===== src/rtl/mult_seq_pkg.sv =====
// mult_seq_pkg: shared widths, state encoding, ALU opcode and magnitude helper
package mult_seq_pkg;
  localparam int WIDTH = 16;
  localparam int CNT_W = 4;
  localparam logic [3:0] OPER_AND = 4'b0000;
  localparam logic [3:0] OPER_OR  = 4'b0001;
  localparam logic [3:0] OPER_XOR = 4'b0010;
  localparam logic [3:0] OPER_ADD = 4'b0100;
  typedef enum logic [1:0] {IDLE = 2'b00, RUN = 2'b01, FIX = 2'b10, DONE = 2'b11} state_t;
  function automatic logic [WIDTH-1:0] mag(input logic [WIDTH-1:0] v, input logic s);
    return (s & v[WIDTH-1]) ? -v : v;
  endfunction
endpackage


===== src/rtl/mult_seq_if.sv =====
// mult_seq_if: request/response bundle between execute stage and multiplier
interface mult_seq_if;
  import mult_seq_pkg::*;
  logic start;
  logic signed_op;
  logic [WIDTH-1:0] a;
  logic [WIDTH-1:0] b;
  logic busy;
  logic done;
  logic [WIDTH-1:0] prod_hi;
  logic [WIDTH-1:0] prod_lo;
  modport master(output start, signed_op, a, b, input busy, done, prod_hi, prod_lo);
  modport slave(input start, signed_op, a, b, output busy, done, prod_hi, prod_lo);
endinterface


===== src/rtl/alu.sv =====
// alu: 16-bit logic/add unit with optional operand inversion and carry-in
module alu
  import mult_seq_pkg::*;
(
  input  logic [3:0]       oper,
  input  logic             cin,
  input  logic             inv_a,
  input  logic             inv_b,
  input  logic             sign,
  input  logic [WIDTH-1:0] a,
  input  logic [WIDTH-1:0] b,
  output logic [WIDTH-1:0] y,
  output logic             ovf
);
  logic [WIDTH-1:0] x_a, x_b;
  logic [WIDTH:0] s;
  // operand conditioning, result select and overflow (signed or unsigned view)
  always_comb begin
    x_a = inv_a ? ~a : a;
    x_b = inv_b ? ~b : b;
    s = {1'b0, x_a} + {1'b0, x_b} + {{WIDTH{1'b0}}, cin};
    y = oper == OPER_ADD ? s[WIDTH-1:0] :
        oper == OPER_AND ? x_a & x_b :
        oper == OPER_OR  ? x_a | x_b : x_a ^ x_b;
    ovf = (oper == OPER_ADD) & (sign ? (x_a[WIDTH-1] == x_b[WIDTH-1]) & (s[WIDTH-1] != x_a[WIDTH-1]) : s[WIDTH]);
  end
endmodule


===== src/rtl/mult_seq_fsm.sv =====
// mult_seq_fsm: sequencing state, iteration count and registered busy/done
module mult_seq_fsm
  import mult_seq_pkg::*;
(
  input  logic   clk,
  input  logic   rst,
  input  logic   start,
  output state_t state,
  output logic   busy,
  output logic   done,
  output logic   accept
);
  logic [CNT_W-1:0] count;
  assign accept = start & ~busy;
  // IDLE/DONE accept a request, RUN iterates WIDTH times, FIX writes the product
  always_ff @(posedge clk) begin
    if (rst) begin
      state <= IDLE;
      count <= '0;
      busy  <= 1'b0;
      done  <= 1'b0;
    end else begin
      done <= state == FIX;
      unique case (state)
        IDLE, DONE: begin
          state <= start ? RUN : IDLE;
          busy  <= start;
          count <= '0;
        end
        RUN: begin
          count <= count + 1'b1;
          if (count == CNT_W'(WIDTH - 1)) state <= FIX;
        end
        FIX: begin
          state <= DONE;
          busy  <= 1'b0;
        end
      endcase
    end
  end
endmodule


===== src/rtl/mult_seq.sv =====
// mult_seq: shift-add sequential multiplier reusing one ALU adder per cycle
module mult_seq
  import mult_seq_pkg::*;
(
  input logic       clk,
  input logic       rst,
  mult_seq_if.slave bus
);
  state_t state;
  logic accept, neg, carry, alu_ovf_unused;
  logic [WIDTH-1:0] mag_a, acc_hi, q, sum;
  mult_seq_fsm u_fsm (
    .clk(clk), .rst(rst), .start(bus.start), .state(state),
    .busy(bus.busy), .done(bus.done), .accept(accept)
  );
  alu u_alu (
    .oper(OPER_ADD), .cin(1'b0), .inv_a(1'b0), .inv_b(1'b0), .sign(1'b0),
    .a(acc_hi), .b(mag_a), .y(sum), .ovf(alu_ovf_unused)
  );
  assign carry = sum < acc_hi;
  // operand capture, one shift-add step per RUN cycle, sign fix-up into the product
  always_ff @(posedge clk) begin
    if (rst) begin
      mag_a       <= '0;
      acc_hi      <= '0;
      q           <= '0;
      neg         <= 1'b0;
      bus.prod_hi <= '0;
      bus.prod_lo <= '0;
    end else if (accept) begin
      mag_a  <= mag(bus.a, bus.signed_op);
      q      <= mag(bus.b, bus.signed_op);
      neg    <= bus.signed_op & (bus.a[WIDTH-1] ^ bus.b[WIDTH-1]);
      acc_hi <= '0;
    end else if (state == RUN) begin
      {acc_hi, q} <= q[0] ? {carry, sum, q[WIDTH-1:1]} : {1'b0, acc_hi, q[WIDTH-1:1]};
    end else if (state == FIX) begin
      {bus.prod_hi, bus.prod_lo} <= neg ? -{acc_hi, q} : {acc_hi, q};
    end
  end
endmodule


===== src/flat_wrapper.sv =====
// flat-port wrapper written by rule: the top's interface ports become plain ports
module mult_seq_flat import mult_seq_pkg::*;
  (clk, rst, bus_start, bus_signed_op, bus_a, bus_b, bus_busy, bus_done, bus_prod_hi, bus_prod_lo);
  mult_seq_if bus_i ();
  input logic clk;
  input logic rst;
  input wire logic [$bits(bus_i.start)-1:0] bus_start;
  input wire logic [$bits(bus_i.signed_op)-1:0] bus_signed_op;
  input wire logic [$bits(bus_i.a)-1:0] bus_a;
  input wire logic [$bits(bus_i.b)-1:0] bus_b;
  output wire logic [$bits(bus_i.busy)-1:0] bus_busy;
  output wire logic [$bits(bus_i.done)-1:0] bus_done;
  output wire logic [$bits(bus_i.prod_hi)-1:0] bus_prod_hi;
  output wire logic [$bits(bus_i.prod_lo)-1:0] bus_prod_lo;
  assign bus_i.start = bus_start;
  assign bus_i.signed_op = bus_signed_op;
  assign bus_i.a = bus_a;
  assign bus_i.b = bus_b;
  assign bus_busy = bus_i.busy;
  assign bus_done = bus_i.done;
  assign bus_prod_hi = bus_i.prod_hi;
  assign bus_prod_lo = bus_i.prod_lo;
  mult_seq u_core (.clk(clk), .rst(rst), .bus(bus_i));
endmodule

===== config.mk =====
export PLATFORM = sky130hd
export DESIGN_NAME = mult_seq_flat
export DESIGN_NICKNAME = d
export VERILOG_FILES = /design/src/rtl/mult_seq_pkg.sv /design/src/rtl/mult_seq_if.sv /design/src/rtl/alu.sv /design/src/rtl/mult_seq_fsm.sv /design/src/rtl/mult_seq.sv /design/src/flat_wrapper.sv
export SDC_FILE = /design/constraint.sdc
export NUM_CORES = 1
export LEC_CHECK = 0
export BUFFER_PORTS_ARGS = -buffer_cell sky130_fd_sc_hd__buf_2
export CAP_MARGIN = 0
export CORE_AREA = 2 2 133 96
export DETAILED_ROUTE_END_ITERATION = 16
export DIE_AREA = 0 0 135 98
export GPL_ROUTABILITY_DRIVEN = 0
export PLACE_DENSITY = 0.89
export SLEW_MARGIN = 20
export SYNTH_ARGS = -nofsm -noshare
export SYNTH_HDL_FRONTEND = slang
export SYNTH_HIERARCHICAL = 1
export SYNTH_SLANG_ARGS = --single-unit
export TNS_END_PERCENT = 10

===== constraint.sdc =====
create_clock -name clk -period 4.38 [get_ports clk]
set_clock_uncertainty 0.2 [all_clocks]
set_input_delay 0.876 -clock clk [delete_from_list [all_inputs] [get_ports clk]]
set_output_delay 0.876 -clock clk [all_outputs]
set_load 0.02 [all_outputs]

[Word-level counts from Yosys, hierarchy flattened]
Cells that the tools add are included.
Word-level totals
  register bits after elaboration: 89
  input port bits: 36
  output and inout bits: 34
Cells by class
  add/sub/neg operators: 5
  $lt $le $gt $ge: 1
  equal/unequal tests: 5
  multiplexer cells: 11
  bitwise gates (word level): 8
  reductions and logical operators: 7
Operators by type and width (number)
  16-bit two-way mux: 4
  32-bit two-way mux: 2
  16-bit negation: 2
  32-bit negation: 1
  16-bit adder: 1
  16-bit less-than comparator: 1
  4-bit one-hot mux with 2 select lines: 1
  2-bit one-hot mux with 3 select lines: 1
  2-bit nonzero test: 3
  4-bit by 1-bit adder with 4-bit output (second input constant): 1
  1-bit AND: 4
  2-bit == test (second input constant): 2
  4-bit == test (second input constant): 1
  2-bit OR reduction: 2
  1-bit NOT: 3
  3-bit AND reduction: 1
  2-bit by 1-bit == test with 1-bit output (second input constant): 1
  2-bit zero test: 1
  2-bit two-way mux: 1
  2-bit != test (second input constant): 1
  1-bit one-hot mux with 2 select lines: 1
  1-bit two-way mux: 1
  1-bit bitwise XOR: 1

[Depth between registers and ports, before layout]
Gate-level depths: netlist of the first run.
  word-level depth: 5
  gate-level depth with buffers: 19

[By module]
The synthesis of the first run kept the hierarchy.
Modules (own cells, without submodules)
  mult_seq: times used 1, cells an instance 570, area an instance 4757.1 um^2, sequential area each 1621.6 um^2
  alu: times used 1, cells an instance 276, area an instance 1883.1 um^2, sequential area each 0.0 um^2
  mult_seq_fsm: times used 1, cells an instance 44, area an instance 400.4 um^2, sequential area each 160.2 um^2

[Least setup slack after synthesis of the first run]
Ideal clock, no wire load.
  kind: register to register
  from: register u_core.acc_hi[0]
  to: register u_core.acc_hi[15]
  setup time: 0.075 ns
  arrival: 3.520 ns
  slack: 0.585 ns
  stages on the path, launching flop included: 18
  path buffers: 0
  clock period less this slack: 3.795 ns
  cells stage by stage: dfxtp_1 xnor2_1 inv_1 fa_1 fa_1 a211oi_2 nor2_1 o31a_4 a41o_1 a21oi_2 xor2_1 a21oi_1 ha_1 nand2_1 o2111ai_1 nor4b_1 nand2_1 o22ai_1
On the way
  cells in the longest elaborated chain, start to end: 3
Ends and longest elaborated chain
  start, declared: line mult_seq.sv:11  | logic [WIDTH-1:0] mag_a, acc_hi, q, sum;
  start signal, assigned: line mult_seq.sv:36  | {acc_hi, q} <= q[0] ? {carry, sum, q[WIDTH-1:1]} : {1'b0, acc_hi, q[WIDTH-1:1]};
  16-bit adder: line alu.sv:21  | s = {1'b0, x_a} + {1'b0, x_b} + {{WIDTH{1'b0}}, cin};
  net u_core.sum[14]: line mult_seq.sv:11
  16-bit less-than comparator: line mult_seq.sv:20  | assign carry = sum < acc_hi;
  32-bit two-way mux: line mult_seq.sv:36
The timed path passes the listed nets, and every way through them passes these cells.
A chain may end at the register's enable or synchronous reset.

[Final worst setup path of the first run]
  from: register u_core.mag_a[1]
  to: register u_core.acc_hi[15]
On the way
  cells in the longest elaborated chain, start to end: 3
Ends and longest elaborated chain
  start, declared: line mult_seq.sv:11
  start signal, assigned: line mult_seq.sv:31  | mag_a <= mag(bus.a, bus.signed_op);
  16-bit adder: line alu.sv:21
  net u_core.sum[13]: line mult_seq.sv:11
  16-bit less-than comparator: line mult_seq.sv:20
  32-bit two-way mux: line mult_seq.sv:36
The timed path passes the listed nets, and every way through them passes these cells.

==> results.sh, run 1 <==
export IMPL_status="complete, no violations"
export IMPL_n_antenna_cell=0
export IMPL_grt_max_degree=48
export IMPL_crit_buf_inv=0
export IMPL_seq_area_mm2=0.00178
export IMPL_cts_setup_buffers=0
export IMPL_nNetsFinal=1028
export IMPL_cts_tree="built"
export IMPL_min_period_ps=4130
export IMPL_finalSetupTns_ps=0
export IMPL_worstMarginPinSlew_ps=773
export IMPL_syn_area_per_cell_um2=7.92
export IMPL_cp_start_kind="flip-flop"
export IMPL_routed_wirelength_um=18300
export IMPL_max_freq_mhz=242
export IMPL_die_h_um=98
export IMPL_core_area_mm2=0.0121
export IMPL_arrival_ps=4200
export IMPL_post_route_period_util_pct=94.3
export IMPL_cp_required_ps=4450
export IMPL_final_hold_violation_count=0
export IMPL_fp_row_count=34
export IMPL_final_setup_viol_count=0
export IMPL_start_util_pct=57.9
export IMPL_htree_levels=3
export IMPL_area_growth_pct=11.1
export IMPL_clk_latency_ps=340
export IMPL_ant_nets=0
export IMPL_crit_slowest_cell="xor2_1"
export IMPL_total_leakage_power_uw=0.00318
export IMPL_ys_warnings_count=6
export IMPL_drt_wirelength_per_cell_um=16.7
export IMPL_pin_count=70
export IMPL_cp_max_fo=3
export IMPL_cts_sinks=89
export IMPL_num_vias=6676
export IMPL_root_buffer="clkbuf_16"
export IMPL_drc=0
export IMPL_path_common_cell="o21ai_0"
export IMPL_final_core_util_pct=64.3
export IMPL_drv_slew=0
export IMPL_dpl_hpwl_um=13700
export IMPL_cts_max_path_buffers=2
export IMPL_rsz0062_at_grt="no"
export IMPL_hold_buffers=0
export IMPL_port_buffers=69
export IMPL_grt_antenna_before_repair=0
export IMPL_overflow=0
export IMPL_ctsResizeCount=0
export IMPL_syn_instance_count=882
export IMPL_p_per_area_mw_per_mm2=497
export IMPL_multi_input_area_mm2=0.00483
export IMPL_dieArea_mm2=0.0132
export IMPL_setup_worst_path_start="u_core/mag_a[1]"
export IMPL_drtPass1Iterations=5
export IMPL_drive_above_1_share_pct=12.6
export IMPL_synth_area_mm2=0.00699
export IMPL_drv_cap=0
export IMPL_hp_class="flip-flop to flip-flop"
export IMPL_crit_chain="xor2_1, ha_1, a211oi_2, o21ai_0, a21oi_1, o21ai_0, a21boi_0, xor2_1, o21ai_0, ha_1, a21oi_1, o2111ai_1, nor4b_2, nand2_1, o22ai_1"
export IMPL_final_fill_count=998
export IMPL_crit_path_end_kind="flip-flop"
export IMPL_max_stage_delay_ps=480
export IMPL_maxSlewHeadroom_pct=48.0
export IMPL_grt_pass1_vias=6104
export IMPL_die_w_um=135
export IMPL_viasPerCell=6.06
export IMPL_grt_first_pass_wirelength_um=30300
export IMPL_cts_buffers=9
export IMPL_criticalPathCategory="flip-flop to flip-flop"
export IMPL_drt_iter0_markers=665
export IMPL_clk_pin_slew_ps=60
export IMPL_ir_drop_mv=0.314
export IMPL_grtUsageTotal_pct=28.1
export IMPL_min_from="u_core/bus.prod_lo[0]"
export IMPL_rr_startpoint="u_core/mag_a[1]"
export IMPL_crit_family="compound AO/OA/AOI/OAI gates"
==> worst min-delay path, cell delays in order, from the launching register on <==
cell,delay [ps]
dfxtp_1,320
nand2_1,50
a21oi_1,60
==> metrics by stage <==
stage / instance area, um2 / cells / power (uW) / hold slack (ps) / setup WS, ps
5_1_grt: 7760 / 1101 / 4110 / 293 / 0.912
3_3_place_gp: 7450 / 1086 / 2950 / 256 / 447
4_1_cts: 7750 / 1101 / 3800 / 280 / 188
2_1_floorplan: 7050 / 899 / 2590 / 244 / 601
6_report: 7760 / 1101 / 3860 / 278 / 250
3_5_place_dp: 7450 / 1086 / 3010 / 270 / 258
==> cells in the final DEF, fill, tap and decap left out, drive strengths merged, types with 4 or more instances in the layout <==
master,n
o22ai,26
nor2b,14
nand3,12
xor2,55
or3,7
nor3,23
clkbuf,9
mux2i,39
a221oi,4
nand2b,7
ha,55
conb,19
a311oi,4
nand2,45
o31ai,10
buf,76
a21o,5
a211oi,63
inv,70
dfxtp,89
or4,5
nor2,103
xnor2,27
o41ai,5
and2,8
a31oi,6
o21ai,42
nor4,11
a21oi,54
==> cell type report <==
class                           instances  area share [%]
Clock buffer                            9            2.90
Multi-Input combinational cell        691            62.3
Tap cell                              162            2.61
Timing Repair Buffer                   76            5.12
Inverter                               68            3.29
Sequential cell                        89            22.9
Clock inverter                          6           0.870
==> where the power goes <==
| group | internal, uW | total, uW | switching, uW |
|---|---|---|---|
| Clock | 442 | 775 | 333 |
| Combinational | 751 | 1970 | 1210 |
| Sequential | 952 | 1120 | 166 |
| Total | 2140 | 3860 | 1710 |
==> flip-flops by register name, indices dropped and copies added (netlist names) <==
signal and count:
u_core/acc_hi 16, u_core/bus.prod_hi 16, u_core/bus.prod_lo 16, u_core/mag_a 16, u_core/q 16, u_core/u_fsm/count 4, u_core/u_fsm/state 2, u_core/neg 1
u_core/u_fsm/busy 1, u_core/u_fsm/done 1
==> metal layers <==
metal | vias up | wire length, um | track usage [%] | part of all wire, %
met2 | 283 | 7960 | 42.4 | 43
met4 | 0 | 271 | 7.21 | 1.5
li1 | 3230 | - | - | -
met1 | 3129 | 8540 | 41.3 | 47
met5 | - | 0 | 0 | 0
met3 | 34 | 1570 | 5.04 | 8.6
==> path summary, 6_finish.rpt <==
| path | to | slack [ps] | cells past startpoint |
|---|---|---|---|
| min | u_core/bus.prod_lo[0] | 280 | 2 |
| max reg2reg | u_core/acc_hi[15] | 250 | 15 |
| max | u_core/acc_hi[15] | 250 | 15 |
| min reg2reg | u_core/bus.prod_lo[0] | 280 | 2 |
Power figures use the tool's default switching activity.
==> run 2: changes to the inputs <==
--- a/config.mk
+++ b/config.mk
@@ -5,16 +5,15 @@
 export SDC_FILE = /design/constraint.sdc
 export NUM_CORES = 1
 export LEC_CHECK = 0
+export ABC_AREA = 1
 export BUFFER_PORTS_ARGS = -buffer_cell sky130_fd_sc_hd__buf_2
-export CAP_MARGIN = 0
-export CORE_AREA = 2 2 133 96
+export CORE_AREA = 2 2 128 93
 export DETAILED_ROUTE_END_ITERATION = 16
-export DIE_AREA = 0 0 135 98
+export DIE_AREA = 0 0 130 95
 export GPL_ROUTABILITY_DRIVEN = 0
 export PLACE_DENSITY = 0.89
 export SLEW_MARGIN = 20
 export SYNTH_ARGS = -nofsm -noshare
 export SYNTH_HDL_FRONTEND = slang
-export SYNTH_HIERARCHICAL = 1
 export SYNTH_SLANG_ARGS = --single-unit
 export TNS_END_PERCENT = 10
==> results.sh, run 2 <==
export IMPL_status="complete, no violations"
export IMPL_cts_max_path_buffers=2
export IMPL_criticalPathCategory="flip-flop to flip-flop"
export IMPL_grt_max_degree=64
export IMPL_arrival_ps=2960
export IMPL_netlist_top_cells_count="nand2_1 (294), inv_1 (133), a21oi_1 (90)"
export IMPL_synth_largest_area_cell="dfxtp_1"
export IMPL_htree_levels=3
export IMPL_nNetsFinal=1158
export IMPL_clk_latency_ps=350
export IMPL_cts_tree="built"
export IMPL_pin_count=70
export IMPL_die_h_um=95
export IMPL_final_common_cell="nand2_1"
export IMPL_seq_area_mm2=0.00178
export IMPL_overflow=0
export IMPL_synth_area_mm2=0.00654
export IMPL_drc=0
export IMPL_synth_async_sr_flop_share_pct=0
export IMPL_post_route_period_util_pct=66.0
export IMPL_start_util_pct=58.1
export IMPL_hp_class="flip-flop to flip-flop"
export IMPL_max_freq_mhz=346
export IMPL_syn_instance_count=1032
export IMPL_total_leakage_power_uw=0.00363
export IMPL_ir_drop_mv=0.232
export IMPL_seq_area_frac_synth_pct=27.2
export IMPL_final_fill_count=1021
export IMPL_final_setup_viol_count=0
export IMPL_rsz0062_at_grt="no"
export IMPL_viasPerCell=5.42
export IMPL_finalSetupTns_ps=0
export IMPL_grt_first_pass_wirelength_um=28400
export IMPL_synth_flop_cell="dfxtp_1"
export IMPL_fin_hold_ws_ps=276
export IMPL_cp_start_kind="flip-flop"
export IMPL_synth_edff_count=0
export IMPL_drtPass1Iterations=5
export IMPL_ys_warnings_count=0
export IMPL_final_core_util_pct=64.0
export IMPL_cts_buffers=9
export IMPL_cts_setup_buffers=0
export IMPL_ys_ff_latch=89
export IMPL_die_w_um=130
export IMPL_port_buffers=69
export IMPL_n_antenna_cell=0
export IMPL_routed_wirelength_um=17100
export IMPL_final_hold_violation_count=0
export IMPL_grt_antenna_before_repair=0
export IMPL_root_buffer="clkbuf_16"
export IMPL_p_per_area_mw_per_mm2=443
export IMPL_maxSlewHeadroom_pct=54.7
export IMPL_final_cell_mix="nand2_1 (294), inv_1 (132), a21oi_1 (90)"
export IMPL_hold_buffers=0
export IMPL_ctsResizeCount=0
export IMPL_ant_nets=0
export IMPL_synth_most_common_cell="nand2_1"
export IMPL_syn_nets=1106
export IMPL_core_area_mm2=0.0113
export IMPL_cp_required_ps=4440
export IMPL_crit_path_end_kind="flip-flop"
export IMPL_multi_input_area_mm2=0.00404
export IMPL_drv_slew=0
export IMPL_syn_area_per_cell_um2=6.34
export IMPL_drt_wirelength_per_cell_um=13.7
export IMPL_cts_sinks=89
export IMPL_dieArea_mm2=0.0124
export IMPL_worstMarginPinSlew_ps=679
export IMPL_min_period_ps=2890
export IMPL_fp_row_count=33
export IMPL_grt_pass1_vias=6099
export IMPL_yosysUniqueCellTypes=47
export IMPL_synth_top_area_share_pct=27.2
export IMPL_clk_pin_slew_ps=70
export IMPL_cp_max_fo=6
export IMPL_grtUsageTotal_pct=28.8
export IMPL_num_vias=6751
export IMPL_dpl_hpwl_um=13100
export IMPL_drt_iter0_markers=676
export IMPL_drv_cap=0
export IMPL_yosys_top_cells_area="dfxtp_1 (27%), nand2_1 (17%), inv_1 (7.6%), ha_1 (7.1%), a21oi_1 (6.9%)"
export IMPL_drive_above_1_share_pct=10.9
export IMPL_area_growth_pct=10.2
==> run 2: cell types whose count changed in the layout (fill, tap and decap cells not counted), moves of 18 or more <==
| cell | change |
|---|---|
| nand2_1 | +249 |
| inv_1 | +65 |
| a211oi_1 | -60 |
| nand3_1 | +58 |
| mux2i_1 | -39 |
| a21oi_1 | +38 |
| o21ai_0 | +35 |
| nor2_1 | -23 |
| o22ai_1 | -23 |
| xnor2_1 | -23 |
| xor2_1 | -21 |
| conb_1 | -19 |
| ha_1 | -18 |
==> run 2: path summary, 6_finish.rpt <==
check | start | endpoint | slack, ps | depth (start not counted)
worst max-delay path | u_core.acc_hi[4] | u_core.acc_hi[15] | 1490 | 15
worst max register to register | u_core.acc_hi[4] | u_core.acc_hi[15] | 1490 | 15
worst min register to register | u_core.mag_a[13] | u_core.mag_a[13] | 280 | 2
worst min-delay path | u_core.mag_a[13] | u_core.mag_a[13] | 280 | 2
==> run 2: kinds of logic (layout without fill, tap and decap cells) <==
family	Yosys count	in the layout	synth area share, %
DFF	89	89	27.2
xor gates and xnor gates	37	37	4.95
AOI/OAI and AO/OA	204	204	16.9
and+or+nand+nor	494	494	32.5
buffers and inverters	170	227	11.0
adders and majority gates	38	38	7.38
==> run 2: per-stage QoR <==
step	power (uW)	area, um2	cells	worst slack, ps
detailed placement	2410	6910	1230	1540
global route	3430	7210	1246	1280
CTS	3170	7210	1246	1540
finish	3200	7210	1246	1490
global placement	2370	6910	1230	1600
floorplan	2080	6540	1032	1850
==> run 2: critical path, stage by stage, from the launching register on <==
cell and delay, ps:
dfxtp_1 460, ha_1 330, nand2_1 140, inv_1 50, nand2_1 60, nand3_1 180, xnor2_1 210, inv_1 70
ha_1 290, a21oi_1 170, nor2_1 60, nor3_1 170, nand2_1 120, nand2_1 70, nand4_1 70, a21oi_1 140
==> run 2: metal layers <==
layer | routed length (um) | vias to the layer above | share of wire (%) | GRT usage [%]
li1 | - | 3439 | - | -
met1 | 7980 | 3047 | 47 | 39.3
met2 | 7700 | 236 | 45 | 47.2
met3 | 1120 | 29 | 6.6 | 4.99
met4 | 255 | 0 | 1.5 | 7.80
met5 | 0 | - | 0 | 0
==> run 2: cell type report <==
class	instances	area share (%)
Timing Repair Buffer	73	5.21
Multi-Input combinational cell	773	56.1
Clock buffer	9	3.12
Inverter	138	7.19
Clock inverter	7	0.989
Sequential cell	89	24.7
Tap cell	157	2.72
==> run 2: power by group <==
part | total, uW | switching [uW] | internal (uW)
logic | 1320 | 892 | 433
registers | 1110 | 147 | 963
clock network | 763 | 361 | 401
